`src/rtl/branch_ctrl_pkg.sv`:
```
// Shared definitions for the branch sequencer: unlocked tag, funct3 branch codes,
// FSM state encoding and default-width word/address/tag types.
package branch_ctrl_pkg;

   localparam int TAG_W_DEF = 4;
   localparam int XLEN_DEF  = 32;

   typedef logic [XLEN_DEF-1:0]  addr_t;
   typedef logic [XLEN_DEF-1:0]  word_t;
   typedef logic [TAG_W_DEF-1:0] regtag_t;

   localparam regtag_t UNLOCKED = '0;

   localparam logic [2:0] F3_BEQ  = 3'b000;
   localparam logic [2:0] F3_BNE  = 3'b001;
   localparam logic [2:0] F3_BLT  = 3'b100;
   localparam logic [2:0] F3_BGE  = 3'b101;
   localparam logic [2:0] F3_BLTU = 3'b110;
   localparam logic [2:0] F3_BGEU = 3'b111;

   typedef enum logic [2:0] {
      ST_IDLE,
      ST_WAIT,
      ST_EXEC,
      ST_REDIRECT,
      ST_RELEASE
   } state_t;

endpackage

```
`src/rtl/branch_ctrl_cmp.sv`:
```
// Combinational branch condition evaluator: funct3 plus operands -> taken / illegal.
module branch_cmp
   import branch_ctrl_pkg::*;
#(
   parameter int XLEN = 32
) (
   input  logic [2:0]      op,
   input  logic [XLEN-1:0] x,
   input  logic [XLEN-1:0] y,
   output logic            taken,
   output logic            illegal
);

   logic signed [XLEN-1:0] xs;
   logic signed [XLEN-1:0] ys;

   assign xs = x;
   assign ys = y;

   always_comb begin
      taken   = 1'b0;
      illegal = 1'b0;
      case (op)
         F3_BEQ:  taken = (x == y);
         F3_BNE:  taken = (x != y);
         F3_BLT:  taken = (xs < ys);
         F3_BGE:  taken = (xs >= ys);
         F3_BLTU: taken = (x < y);
         F3_BGEU: taken = (x >= y);
         default: illegal = 1'b1;
      endcase
   end

endmodule

```
`src/rtl/branch_ctrl.sv`:
```
// Branch station sequencer: waits for operands, evaluates, redirects fetch on taken.
// Optional BRANCH_STATS_EN adds executed/taken branch counters.
module branch_ctrl
   import branch_ctrl_pkg::*;
#(
   parameter int TAG_W = 4,
   parameter int XLEN  = 32
) (
   input  logic             clk,
   input  logic             rst,
   input  logic             rdy,
   input  logic             rs_busy,
   input  logic [XLEN-1:0]  rs_pc,
   input  logic [XLEN-1:0]  rs_offset,
   input  logic [2:0]       rs_op,
   input  logic [TAG_W-1:0] rs_tagx,
   input  logic [TAG_W-1:0] rs_tagy,
   input  logic [XLEN-1:0]  rs_datax,
   input  logic [XLEN-1:0]  rs_datay,
   output logic             busy_branch,
   output logic             alloc_stall,
   output logic             jump_en,
   output logic [XLEN-1:0]  jump_pc,
   input  logic             fetch_ack,
   output logic             flush,
   output logic             bad_op
`ifdef BRANCH_STATS_EN
   ,
   output logic [31:0]      stat_branches,
   output logic [31:0]      stat_taken
`endif
);

   state_t          state;
   logic [XLEN-1:0] x_q;
   logic [XLEN-1:0] y_q;
   logic [XLEN-1:0] pc_q;
   logic [XLEN-1:0] off_q;
   logic [2:0]      op_q;
   logic            taken;
   logic            illegal;
   logic            ops_ready;
   logic [XLEN-1:0] target;

   assign ops_ready = (rs_tagx == TAG_W'(UNLOCKED)) && (rs_tagy == TAG_W'(UNLOCKED));
   assign target    = pc_q + off_q;

   branch_cmp #(.XLEN(XLEN)) u_cmp (
      .op      (op_q),
      .x       (x_q),
      .y       (y_q),
      .taken   (taken),
      .illegal (illegal)
   );

   // In IDLE the station's own occupancy is echoed back so a fresh entry stays held.
   assign busy_branch = (state == ST_IDLE) ? rs_busy : (state != ST_RELEASE);
   assign alloc_stall = (state == ST_WAIT) || (state == ST_EXEC) || (state == ST_REDIRECT);

   always_ff @(posedge clk) begin
      if (rdy && state == ST_WAIT && ops_ready) begin
         x_q   <= rs_datax;
         y_q   <= rs_datay;
         pc_q  <= rs_pc;
         off_q <= rs_offset;
         op_q  <= rs_op;
      end
   end

   always_ff @(posedge clk) begin
      if (rst) begin
         state   <= ST_IDLE;
         jump_en <= 1'b0;
         jump_pc <= '0;
         flush   <= 1'b0;
         bad_op  <= 1'b0;
`ifdef BRANCH_STATS_EN
         stat_branches <= '0;
         stat_taken    <= '0;
`endif
      end else if (rdy) begin
         flush <= 1'b0;
         case (state)
            ST_IDLE: if (rs_busy) state <= ST_WAIT;
            ST_WAIT: if (ops_ready) state <= ST_EXEC;
            ST_EXEC: begin
`ifdef BRANCH_STATS_EN
               stat_branches <= stat_branches + 32'd1;
               if (taken) stat_taken <= stat_taken + 32'd1;
`endif
               if (illegal) bad_op <= 1'b1;
               if (taken) begin
                  state   <= ST_REDIRECT;
                  jump_en <= 1'b1;
                  jump_pc <= target;
               end else begin
                  state <= ST_RELEASE;
               end
            end
            ST_REDIRECT: begin
               if (fetch_ack) begin
                  jump_en <= 1'b0;
                  flush   <= 1'b1;
                  state   <= ST_RELEASE;
               end
            end
            ST_RELEASE: state <= ST_IDLE;
            default:    state <= ST_IDLE;
         endcase
      end
   end

endmodule

```
`config.mk`:
```
export PLATFORM = sky130hd
export DESIGN_NAME = branch_ctrl
export DESIGN_NICKNAME = d
export VERILOG_FILES = /design/src/rtl/branch_ctrl_pkg.sv /design/src/rtl/branch_ctrl_cmp.sv /design/src/rtl/branch_ctrl.sv
export SDC_FILE = /design/constraint.sdc
export NUM_CORES = 1
export LEC_CHECK = 0
export CAP_MARGIN = 10
export CORE_AREA = 3 3 107 160
export CTS_CLUSTER_SIZE = 30
export DETAILED_ROUTE_END_ITERATION = 7
export DIE_AREA = 0 0 110 163
export GPL_TIMING_DRIVEN = 0
export PLACE_DENSITY = 0.86
export SYNTH_ARGS = -nofsm -noshare
export SYNTH_HDL_FRONTEND = slang
export SYNTH_SLANG_ARGS = --single-unit
```
`constraint.sdc`:
```
create_clock -name clk -period 19.1 [get_ports clk]
set_input_delay 3.82 -clock clk [delete_from_list [all_inputs] [get_ports clk]]
set_output_delay 3.82 -clock clk [all_outputs]
set_load 0.01 [all_outputs]
```
; ---- Yosys cells after proc, flatten, opt, wreduce, memory -nomap -nowiden
; Cells that the tools add are included.
[totals]
register_bits = 169
inputBits = 144
output_inout_bits = 37
wordCells = 58
[classes]
addsub = 1
n_lt_le_gt_ge = 4
eq_ne = 15
muxes = 12
bitwise = 1
n_reduce_logical = 15
[op_table]
columns = operator, count
row1 = 32-bit greater-or-equal comparator, 2
row2 = 32-bit less-than comparator, 2
row3 = 32-bit adder, 1
row4 = 32-bit == test, 1
row5 = 32-bit inequality test, 1
row6 = 3-bit == test (second input constant), 4
row7 = 3-bit 2-to-1 mux, 4
row8 = 3-bit case mux with 4 select lines, 1
row9 = 4-bit zero test, 2
row10 = 2-bit inequality test (second input constant), 4
row11 = 4-bit AND reduction, 2
row12 = 3-bit by 1-bit == test with 1-bit output (second input constant), 2
row13 = 3-bit by 2-bit == test with 1-bit output (second input constant), 2
row14 = 3-bit zero test, 2
row15 = 1-bit case mux with 6 select lines, 1
row16 = 3-bit AND reduction, 2
row17 = 6-bit OR reduction, 1
row18 = 1-bit 2-to-1 mux, 5
row19 = 1-bit logical AND, 3
row20 = 3-bit inequality test (second input constant), 1
row21 = 1-bit logical OR, 2
row22 = 1-bit case mux with 2 select lines, 1
row23 = 2-bit nonzero test, 1
row24 = 1-bit inverter, 1

; ---- Depth between registers and ports, before layout
; Gate-level depths: netlist of run 1.
[logic_depth]
word_depth = 4
ltp_mapped = 13

; ---- Cells and area by module
; From an unflattened synthesis of run 1, not the netlist that was laid out.
[unflattened]
hier_cells = 683
hier_area_um2 = 8081.5
[modules_own_cells]
columns = module, n_inst, cells_each, area_each_um2
row1 = branch_ctrl, 1, 554, 7151.9
row2 = branch_cmp, 1, 129, 929.6

; ---- Least setup slack after synthesis of run 1
; Ideal clock, no wire load.
[synth_timing]
path_type = input-to-reg
startpoint = input rs_tagx[1]
endpoint = register off_q[0], enable pin
setup_time_ns = 0.942
arrival_time_ns = 16.477
path_slack_ns = 1.681
stages = 3
path_buffers = 0
path_cell_list = nor4_1 -> nand2_1 -> nor4_1
[synth_via]
elab_chain_cells = 3
[synth_lines]
columns = item, line_no
row1 = from (decl), branch_ctrl.sv:16  ; input logic [TAG_W-1:0] rs_tagx,
row2 = 4-bit zero test, branch_ctrl.sv:45  ; assign ops_ready = (rs_tagx == TAG_W'(UNLOCKED)) && (rs_tagy == TAG_W'(UNLOCKED));
row3 = 1-bit logical AND, branch_ctrl.sv:45
row4 = 1-bit logical AND, branch_ctrl.sv:61  ; if (rdy && state == ST_WAIT && ops_ready) begin
row5 = to (signal assigned), branch_ctrl.sv:65  ; off_q <= rs_offset;
row6 = to (decl), branch_ctrl.sv:38  ; logic [XLEN-1:0] off_q;
; No other way between the ends.
; A chain may end at the register's enable or synchronous reset.

; ---- Worst setup path after layout of run 1
[layout_timing]
startpoint = input rs_busy
endpoint = output busy_branch
[layout_via]
elab_chain_cells = 1
[layout_lines]
columns = item, line_no
row1 = from (decl), branch_ctrl.sv:12  ; input logic rs_busy,
row2 = 1-bit 2-to-1 mux, branch_ctrl.sv:57  ; assign busy_branch = (state == ST_IDLE) ? rs_busy : (state != ST_RELEASE);
row3 = to (decl), branch_ctrl.sv:20  ; output logic busy_branch,
; No other way between the ends.

==> flow_summary.rst, run 1 <==
.. list-table::
   :header-rows: 1

   * - Metric
     - Value
   * - Result of the run
     - complete, no violations
   * - Number of design-rule violations left by the first detailed-router iteration
     - 176
   * - Type of the setup path with the least slack
     - in -> out
   * - Post-CTS sizing
     - 0
   * - R2R depth
     - 12
   * - Share of synthesized registers carrying an async set or reset
     - 0%
   * - Area grow syn2layout
     - 35.3%
   * - Detail-routed via count per cell
     - 5.35
   * - Number of placement rows
     - 56
   * - Core footprint
     - 0.0158 sq mm
   * - Number of top-level pins
     - 181
   * - Post-synthesis net count
     - 838
   * - Sequential fraction of the synthesis area
     - 59.6%
   * - Final routed wire length divided by cell count
     - 17.2 um
   * - Fraction of final layout cells with drive strength greater than 1
     - 7.83%
   * - Count of mapped cells out of synthesis
     - 630
   * - Fmax achieved
     - 0.112 GHz
   * - Most frequent cell on the critical path
     - sky130_fd_sc_hd__clkdlybuf4s50_1
   * - Quantity of I/O buffers inserted on ports
     - 179
   * - Number of synthesized register bits
     - 169
   * - Slew headroom
     - 52.2%
   * - Number of nets with antenna violations after detailed routing
     - 0
   * - Area of all sequential standard cells
     - 0.00469 sq mm
   * - Period Utilization, post-route
     - 46.6%
   * - Clock input transition at the sequential cells of the worst setup and hold paths
     - 0.07 ns
   * - Longest Clk Path Bufs
     - 2
   * - Clock latency at the later pin of the worst-skew pair
     - 0.42 ns
   * - Final critical path time including I/O delays and setup
     - 8.90 ns
   * - CTS H-tree depth
     - 4
   * - Hold Path End
     - jump_pc[30]
   * - Actual slew at the worst max-slew pin
     - 0.710 ns
   * - Number of vias after detailed routing
     - 5680
   * - Post-synth EDFFs
     - 131
   * - Worst Hold Path Cells
     - 2
   * - Total setup buffers inserted after CTS
     - 0
   * - Worst VDD drop
     - 42.6 uV
   * - Biggest area consumer among synthesized cells
     - sky130_fd_sc_hd__edfxtp_1
   * - Overall fraction of global-route tracks in use
     - 20.8%
   * - DRC violations left
     - 0
   * - Initial core utilization
     - 50.0%
   * - Leakage power
     - 3.99 nW
   * - Clock tree from TritonCTS
     - built
   * - Distinct cell type count of the synthesized netlist
     - 64
   * - Multi-input gate area in the final layout
     - 0.00293 sq mm
   * - CTS Root Cell
     - sky130_fd_sc_hd__clkbuf_16
   * - Launching element type of the critical path
     - input port
   * - Netlist Area Pre-Place
     - 0.00788 sq mm
   * - Wire length of the first global-routing pass
     - 28.4 mm
   * - Number of placed cells counting well taps
     - 1027
   * - GP Congestion
     - 0.812
   * - Final routed wirelength across all metal layers
     - 18.2 mm
   * - Share of the synthesized area in the top cell type
     - 49.9%
   * - HPWL after detailed placement
     - 14.2 mm
   * - Cells taking the most area after synthesis
     - sky130_fd_sc_hd__edfxtp_1 50%, sky130_fd_sc_hd__ha_1 10%, sky130_fd_sc_hd__dfxtp_1 9.7%
   * - Capturing point of the worst reg2reg path
     - jump_pc[29]
   * - Number of pins with negative max-slew slack in the final report
     - 0
   * - Leftover overflow at the end of global routing
     - 0
   * - Primary FF master, synth
     - sky130_fd_sc_hd__edfxtp_1
   * - Largest net degree at the start of global routing
     - 17
   * - PnR Total Power
     - 0.794 mW
   * - Die width
     - 110 um
   * - Standard cell with the maximum stage delay on the critical path
     - sky130_fd_sc_hd__clkdlybuf4s50_1
   * - Number of buffers created by CTS
     - 17
   * - Hold slack
     - 0.467 ns
   * - Via count of the first global-routing pass
     - 6103
   * - Highest net fanout along the worst path
     - 2
   * - Vertical extent of the die
     - 163 um
   * - Total power density per cell area
     - 74.4 mW/mm^2
   * - Syn avg cell area
     - 12.5 sq um
   * - Hold_buf cts
     - 0
   * - Clk sinks
     - 169
   * - First-pass iteration count of the detailed router
     - 4
   * - Reg-to-reg critical path startpoint
     - x_q[31]
   * - Critical path data required time
     - 15.28 ns
   * - Arrival time at the worst endpoint
     - 5.08 ns
   * - Antenna violations before repair
     - 2
   * - Capturing element type of the critical path
     - primary output
   * - Fillcell total
     - 1183
   * - Unrepaired setup endpoints after global routing
     - no
   * - Count of endpoints failing hold in the final timing report
     - 0
   * - Maximum Capacitance Violations
     - 0
   * - Most used standard cell by instance count after synthesis
     - sky130_fd_sc_hd__edfxtp_1
   * - Yosys Warn Count
     - 0
   * - Critical path's largest stage delay
     - 0.58 ns
   * - Nets
     - 1051
   * - Source of the worst hold timing path
     - jump_pc[30]
   * - Setup violators final
     - 0
   * - Ranking of synthesized cells by instance count
     - 131 x sky130_fd_sc_hd__edfxtp_1, 63 x sky130_fd_sc_hd__ha_1, 50 x sky130_fd_sc_hd__a21oi_1, 50 x sky130_fd_sc_hd__nor2_1, 46 x sky130_fd_sc_hd__inv_1
   * - Worst reg-to-reg setup slack
     - 15.90 ns
   * - Classification of the worst-slack hold path
     - reg -> reg
   * - Sequence of cells on the critical path
     - clkdlybuf4s50_1, inv_1, o21ai_0, clkdlybuf4s50_1
   * - Die ar.
     - 0.0179 sq mm
   * - Final clock skew
     - 0.0163 ns
   * - Final standard cell count with taps included and fillers excluded
     - 1061
## routing by layer
metal	up-vias	track usage (%)	wire length, um
li1	2779	-	-
met5	-	0	0
met4	0	10.6	669
met1	2699	19.5	6070
met3	40	5.39	1110
met2	162	39.7	10400
## sequential cells by signal (all words and copies together) (netlist names), 3 cells and up
register and count:
jump_pc 32, off_q 32, op_q 3, pc_q 32
state 3, x_q 32, y_q 32
## metrics by stage
stage	util [%]	cell area, sq um	setup WS, ns	setup TNS [ns]
2_1_floorplan	-	7880	1.68	0
3_3_place_gp	63.0	9930	-3.11	-406.28
3_5_place_dp	63.8	10100	10.18	0
4_1_cts	67.6	10700	10.17	0
5_1_grt	67.7	10700	10.15	0
6_report	67.7	10700	10.20	0
## cell usage in the layout (no fill, tap or decap), drive strengths merged, types with 3 or more instances in the layout
master           n
or3              3
dfxtp           38
o21ai           30
nor3b            3
nor3             9
inv             51
nor2b            3
and3             6
o21bai           6
clkdlybuf4s50  179
a31oi            3
or2              4
and4             4
clkinv           5
nand3            9
a21o            12
a21oi           50
ha              63
xnor2           15
o21a             6
nand2           30
nor4             5
a211oi          13
nand2b           3
o211ai           6
edfxtp         131
buf             22
xor2            10
clkbuf          24
mux2i           25
nor2            50
nand4            9
## logic make-up after synthesis
logic type                 Yosys count  synth area share (%)
DFF                                169                  59.6
adders and majority gates           64                  10.3
buffers and inverters               58                  3.33
xor gates and xnor gates            25                  2.78
muxes                               25                  3.17
and+or+nand+nor                    146                  9.22
AOI/OAI and AO/OA                  143                  11.7
## layout make-up
type | instances | share of cell area, %
Inverter | 46 | 1.62
Antenna cell | 2 | 0.0469
Clock inverter | 13 | 1.49
Multi-Input combinational cell | 403 | 27.5
Timing Repair Buffer | 194 | 17.9
Buffer | 12 | 0.844
Sequential cell | 169 | 44.0
Tap cell | 203 | 2.38
Clock buffer | 19 | 4.25
## how the worst max path moves through the flow
stage	start	to	slack, ns	cells past startpoint
after floorplan	rs_tagx[1]	off_q[0]	1.68	3
after global placement	rs_tagx[1]	off_q[9]	-3.11	4
after detailed placement	rs_busy	busy_branch	10.18	4
after CTS	rs_busy	busy_branch	10.17	4
after global routing	rs_busy	busy_branch	10.15	4
final	rs_busy	busy_branch	10.20	4
## power breakdown
group | total (mW) | switching [mW] | internal (mW) | leakage (nW)
combinational | 0.0442 | 0.0127 | 0.0315 | 2.20
sequential | 0.398 | 0.00111 | 0.397 | 1.48
clock | 0.352 | 0.148 | 0.204 | 0.300
## worst max-delay path, delay by kind of cell
family                 cells  cell delay, ns
AOI/OAI and AO/OA          1            0.14
buffers and inverters      3            1.11
Note: power is estimated with default switching activity, not from simulation.
==> run 2: changes to the inputs <==
==> constraint.sdc (replaced) <==
create_clock -name clk -period 8.2 [get_ports clk]
set_input_delay 1.64 -clock clk [delete_from_list [all_inputs] [get_ports clk]]
set_output_delay 1.64 -clock clk [all_outputs]
set_load 0.01 [all_outputs]
==> run 2 against run 1 <==
Compared with the run above: sequential cell count did not move; sequential power is 130% higher; cell count is 0.47% lower; largest cell class unchanged; worst setup slack worse by 6.5 ns; combinational power is 130% higher.
==> flow_summary.rst, run 2 (synthesized netlist as in run 1, its figures left out) <==
.. list-table::
   :header-rows: 1

   * - Metric
     - Value
   * - Multi-input gate area in the final layout
     - 0.00294 sq mm
   * - Reg-to-reg critical path startpoint
     - x_q[31]
   * - Antenna violations before repair
     - 2
   * - Unrepaired setup endpoints after global routing
     - no
   * - Area of all sequential standard cells
     - 0.00469 sq mm
   * - Setup violators final
     - 0
   * - Area grow syn2layout
     - 35.5%
   * - Total power density per cell area
     - 173 mW/mm^2
   * - Post-route cell area
     - 0.0107 sq mm
   * - Number of nets with antenna violations after detailed routing
     - 0
   * - Number of pins with negative max-slew slack in the final report
     - 0
   * - CTS Root Cell
     - sky130_fd_sc_hd__clkbuf_16
   * - Detail-routed via count per cell
     - 5.28
   * - Launching element type of the critical path
     - input port
   * - Period Utilization, post-route
     - 55.3%
   * - Fmax achieved
     - 0.221 GHz
   * - Via count of the first global-routing pass
     - 5693
   * - Count of endpoints failing hold in the final timing report
     - 0
   * - Final critical path time including I/O delays and setup
     - 4.53 ns
   * - Final routed wire length divided by cell count
     - 16.5 um
   * - Largest net degree at the start of global routing
     - 19
   * - Result of the run
     - complete, no violations
   * - Type of the setup path with the least slack
     - in -> out
   * - Clock input transition at the sequential cells of the worst setup and hold paths
     - 0.06 ns
   * - Critical path data required time
     - 6.56 ns
   * - CTS H-tree depth
     - 4
   * - Clock tree from TritonCTS
     - built
   * - Number of placement rows
     - 56
   * - Fillcell total
     - 1156
   * - Hold_buf cts
     - 0
   * - Source of the worst hold timing path
     - jump_pc[30]
   * - Nets
     - 1046
   * - Core footprint
     - 0.0158 sq mm
   * - Classification of the worst-slack hold path
     - reg -> reg
   * - Arrival time at the worst endpoint
     - 2.89 ns
   * - Leading cell type in the layout, fill and taps excluded
     - sky130_fd_sc_hd__clkdlybuf4s50_1
   * - Placed cell areas
     - 0.0101 sq mm
   * - Initial core utilization
     - 50.0%
   * - First-pass iteration count of the detailed router
     - 4
   * - Vertical extent of the die
     - 163 um
   * - Total setup buffers inserted after CTS
     - 0
   * - Slew headroom
     - 52.5%
   * - Actual slew at the worst max-slew pin
     - 0.707 ns
   * - Clock latency at the later pin of the worst-skew pair
     - 0.42 ns
   * - Die ar.
     - 0.0179 sq mm
   * - Commonest cells after routing, fill and taps aside
     - 179 x sky130_fd_sc_hd__clkdlybuf4s50_1, 131 x sky130_fd_sc_hd__edfxtp_1, 63 x sky130_fd_sc_hd__ha_1
   * - Final routed wirelength across all metal layers
     - 17.5 mm
   * - Final clock skew
     - 0.0142 ns
   * - Leakage power
     - 3.97 nW
   * - Highest net fanout along the worst path
     - 2
   * - Clk sinks
     - 169
   * - Capturing element type of the critical path
     - primary output
   * - Worst VDD drop
     - 139 uV
   * - Number of buffers created by CTS
     - 17
   * - Number of placed cells counting well taps
     - 1022
   * - Post-CTS sizing
     - 0
   * - Quantity of I/O buffers inserted on ports
     - 179
   * - Overall fraction of global-route tracks in use
     - 19.9%
   * - Setup crit start
     - rs_busy
   * - GP Congestion
     - 0.840
   * - Number of top-level pins
     - 181
   * - Leftover overflow at the end of global routing
     - 0
   * - Die width
     - 110 um
   * - HPWL after detailed placement
     - 13.6 mm
   * - Maximum Capacitance Violations
     - 0
   * - Number of design-rule violations left by the first detailed-router iteration
     - 227
   * - Longest Clk Path Bufs
     - 2
   * - DRC violations left
     - 0
   * - Number of vias after detailed routing
     - 5576
   * - Final standard cell count with taps included and fillers excluded
     - 1056
   * - Fraction of final layout cells with drive strength greater than 1
     - 7.17%
   * - Wire length of the first global-routing pass
     - 27.3 mm
==> run 2: worst max-delay path: stages <==
cell	delay, ns
sky130_fd_sc_hd__clkdlybuf4s50_1	0.49
sky130_fd_sc_hd__inv_1	0.04
sky130_fd_sc_hd__o21ai_0	0.16
sky130_fd_sc_hd__clkdlybuf4s50_1	0.56
==> run 2: where the power goes <==
group	switching [mW]	internal, mW	leakage, nW
logic	0.0292	0.0732	2.19
clock network	0.351	0.468	0.298
registers	0.00269	0.924	1.48
total	0.383	1.47	3.97
==> run 2: worst paths after layout <==
kind            endpoint  cells after the start  slack (ns)
min reg2reg  jump_pc[30]                      2        0.47
min          jump_pc[30]                      2        0.47
max          busy_branch                      4        3.67
max reg2reg  jump_pc[26]                     12        5.09
==> run 2: routing by layer <==
metal  track usage [%]  vias up  routed length, um  part of all wire, %
li1                  -     2776                  -                    -
met1              21.4     2611               6420                   37
met2              36.7      155               9640                   55
met3              4.09       34                820                  4.7
met4              8.51        0                569                  3.3
met5                 0        -                  0                    0
==> run 2: cell type report <==
| cell class | count | share of cell area [%] |
|---|---|---|
| Sequential cell | 169 | 44.0 |
| Tap cell | 203 | 2.38 |
| Multi-Input combinational cell | 403 | 27.5 |
| Antenna cell | 2 | 0.0469 |
| Buffer | 12 | 0.843 |
| Timing Repair Buffer | 189 | 18.0 |
| Clock buffer | 19 | 4.15 |
| Clock inverter | 13 | 1.48 |
| Inverter | 46 | 1.62 |
==> run 2: per-stage QoR <==
step	hold slack [ns]	utilization [%]	setup TNS, ns	power [mW]	setup slack, ns
floorplan	0.473	-	0	0.967	1.52
finish	0.468	67.7	0	1.85	3.67
CTS	0.473	67.7	0	1.86	3.67
global placement	0.438	63.1	-32.43	1.05	-0.261
detailed placement	0.462	63.9	0	1.05	3.40
global route	0.498	67.7	0	1.91	3.61
==> run 3: changes to the inputs <==
==> constraint.sdc (replaced) <==
create_clock -name clk -period 4.7 [get_ports clk]
set_input_delay 0.94 -clock clk [delete_from_list [all_inputs] [get_ports clk]]
set_output_delay 0.94 -clock clk [all_outputs]
set_load 0.01 [all_outputs]
==> run 3 against run 2 <==
Compared with the run above: die area unchanged; sequential cell count unchanged; total power up 70%; routed wire length up 1.9%; sequential share of layout area up 0.11 points; cell count about the same; first-iteration DRC count up 14%; hold slack worse by 0.0078 ns; count of clock-buffer cells in the layout up 1; core utilization down 0.17 points; worst setup slack worse by 2.5 ns.
==> flow_summary.rst, run 3 (synthesized netlist as in run 1, its figures left out) <==
.. list-table::
   :header-rows: 1

   * - Metric
     - Value
   * - Result of the run
     - complete, no violations
   * - CTS Root Cell
     - sky130_fd_sc_hd__clkbuf_16
   * - Net switching fraction of the power
     - 20.3%
   * - Number of buffers created by CTS
     - 17
   * - Leftover overflow at the end of global routing
     - 0
   * - Final routed wirelength across all metal layers
     - 17.8 mm
   * - GP Congestion
     - 0.879
   * - Arrival time at the worst endpoint
     - 3.63 ns
   * - Final clock skew
     - 0.00884 ns
   * - Type of the setup path with the least slack
     - in -> reg
   * - Worst VDD drop
     - 191 uV
   * - Longest Clk Path Bufs
     - 2
   * - PnR Total Power
     - 3.15 mW
   * - Fmax achieved
     - 0.285 GHz
   * - Number of vias after detailed routing
     - 5648
   * - Clk sinks
     - 169
   * - Commonest cells after routing, fill and taps aside
     - 179 x sky130_fd_sc_hd__clkdlybuf4s50_1, 131 x sky130_fd_sc_hd__edfxtp_1, 63 x sky130_fd_sc_hd__ha_1
   * - Number of design-rule violations left by the first detailed-router iteration
     - 258
   * - Total power density per cell area
     - 295 mW/mm^2
   * - Detail-routed via count per cell
     - 5.35
   * - Actual slew at the worst max-slew pin
     - 0.727 ns
   * - Vertical extent of the die
     - 163 um
   * - Number of top-level pins
     - 181
   * - CTS H-tree depth
     - 4
   * - Number of nets with antenna violations after detailed routing
     - 0
   * - Number of placement rows
     - 56
   * - Setup violators final
     - 0
   * - Reg-to-reg critical path startpoint
     - x_q[31]
   * - Clock tree from TritonCTS
     - built
   * - Clock input transition at the sequential cells of the worst setup and hold paths
     - 0.06 ns
   * - Portion of total power attributed to combinational logic
     - 5.8%
   * - Die width
     - 110 um
   * - Number of placed cells counting well taps
     - 1021
   * - Overall fraction of global-route tracks in use
     - 20.5%
   * - Switching pwr
     - 0.639 mW
   * - Share of power burned in registers
     - 51.4%
   * - Core footprint
     - 0.0158 sq mm
   * - Via count of the first global-routing pass
     - 5860
   * - Final routed wire length divided by cell count
     - 16.9 um
   * - Highest net fanout along the worst path
     - 18
   * - Clock latency at the later pin of the worst-skew pair
     - 0.42 ns
   * - DRC violations left
     - 0
   * - Classification of the worst-slack hold path
     - reg -> reg
   * - Worst Hold Path Cells
     - 2
   * - Post-CTS sizing
     - 0
   * - Largest net degree at the start of global routing
     - 19
   * - Count of endpoints failing hold in the final timing report
     - 0
   * - Period Utilization, post-route
     - 74.7%
   * - Antenna violations before repair
     - 2
   * - Number of pins with negative max-slew slack in the final report
     - 0
   * - Setup TNS after final layout
     - 0 ns
   * - Capturing element type of the critical path
     - flip-flop
   * - Hold Path End
     - jump_pc[30]
   * - Final critical path time including I/O delays and setup
     - 3.51 ns
   * - Final standard cell count with taps included and fillers excluded
     - 1055
   * - Area grow syn2layout
     - 35.1%
   * - Unrepaired setup endpoints after global routing
     - no
   * - Slew headroom
     - 51.2%
   * - Critical path data required time
     - 4.82 ns
   * - R2R depth
     - 12
   * - Total setup buffers inserted after CTS
     - 0
   * - Wire length of the first global-routing pass
     - 28.1 mm
   * - Source of the worst hold timing path
     - jump_pc[30]
   * - Leakage power
     - 3.95 nW
   * - First-pass iteration count of the detailed router
     - 4
   * - Leading cell type in the layout, fill and taps excluded
     - sky130_fd_sc_hd__clkdlybuf4s50_1
   * - Hold_buf cts
     - 0
   * - Fraction of final layout cells with drive strength greater than 1
     - 7.29%
   * - HPWL after detailed placement
     - 13.6 mm
   * - Quantity of I/O buffers inserted on ports
     - 179
   * - Capturing point of the worst reg2reg path
     - jump_pc[23]
   * - Launching element type of the critical path
     - input port
   * - Die ar.
     - 0.0179 sq mm
   * - Initial core utilization
     - 50.0%
   * - Internal portion of total power
     - 2.51 mW
   * - Maximum Capacitance Violations
     - 0
   * - Clock Power Share
     - 42.8%
   * - Worst reg-to-reg setup slack
     - 1.51 ns
   * - Nets
     - 1045
[run 3: worst max-delay path by stage]
| stage | end | slack (ns) | from | depth (start not counted) |
|---|---|---|---|---|
| finish | off_q[7] | 1.19 | rs_tagx[1] | 10 |
| global route | off_q[6] | 1.01 | rs_tagy[1] | 10 |
| CTS | off_q[7] | 1.15 | rs_tagy[1] | 10 |
| detailed placement | off_q[7] | 0.70 | rs_tagy[1] | 10 |
| global placement | off_q[7] | -3.09 | rs_tagy[1] | 4 |
| floorplan | off_q[0] | -1.20 | rs_tagy[1] | 3 |
[run 3: final cells by class]
class	instances	area, sq um
Clock inverter	12	113
Tap cell	203	254
Buffer	12	90.1
Multi-Input combinational cell	403	2970
Sequential cell	169	4690
Timing Repair Buffer	188	1900
Clock buffer	20	457
Antenna cell	2	5.00
Fill cell	1139	5110
Inverter	46	173
[run 3: stage by stage]
| step | worst slack (ns) | utilization, % | cell area, sq um | hold WS, ns |
|---|---|---|---|---|
| floorplan | -1.20 | - | 7930 | 0.473 |
| global placement | -3.09 | 63.3 | 9970 | 0.438 |
| detailed placement | 0.705 | 63.9 | 10100 | 0.455 |
| CTS | 1.15 | 67.5 | 10600 | 0.464 |
| global route | 1.01 | 67.6 | 10700 | 0.490 |
| finish | 1.19 | 67.6 | 10700 | 0.460 |
[run 3: critical path: stages]
cell	delay, ns
sky130_fd_sc_hd__clkdlybuf4s50_1	0.45
sky130_fd_sc_hd__nor4_4	0.28
sky130_fd_sc_hd__nand2_1	0.13
sky130_fd_sc_hd__nor4_4	0.57
sky130_fd_sc_hd__buf_6	0.25
sky130_fd_sc_hd__buf_6	0.17
sky130_fd_sc_hd__buf_8	0.18
sky130_fd_sc_hd__buf_6	0.21
sky130_fd_sc_hd__buf_6	0.22
sky130_fd_sc_hd__buf_6	0.22
[run 3: power by group through the flow]
stage          clock network [mW]  registers [mW]  logic (mW)
6_report                     1.35            1.62       0.182
5_1_grt                      1.44            1.62       0.194
4_1_cts                      1.37            1.62       0.183
3_5_place_dp                    0            1.65       0.182
3_3_place_gp                    0            1.65       0.177
2_1_floorplan                   0            1.65      0.0364
[run 3: metal layers]
metal,global-route usage (%),share of wire (%),vias to the layer above
li1,-,-,2770
met1,22.3,37,2642
met2,37.0,55,196
met3,4.20,5.1,40
met4,10.0,3.7,0
met5,0,0,-
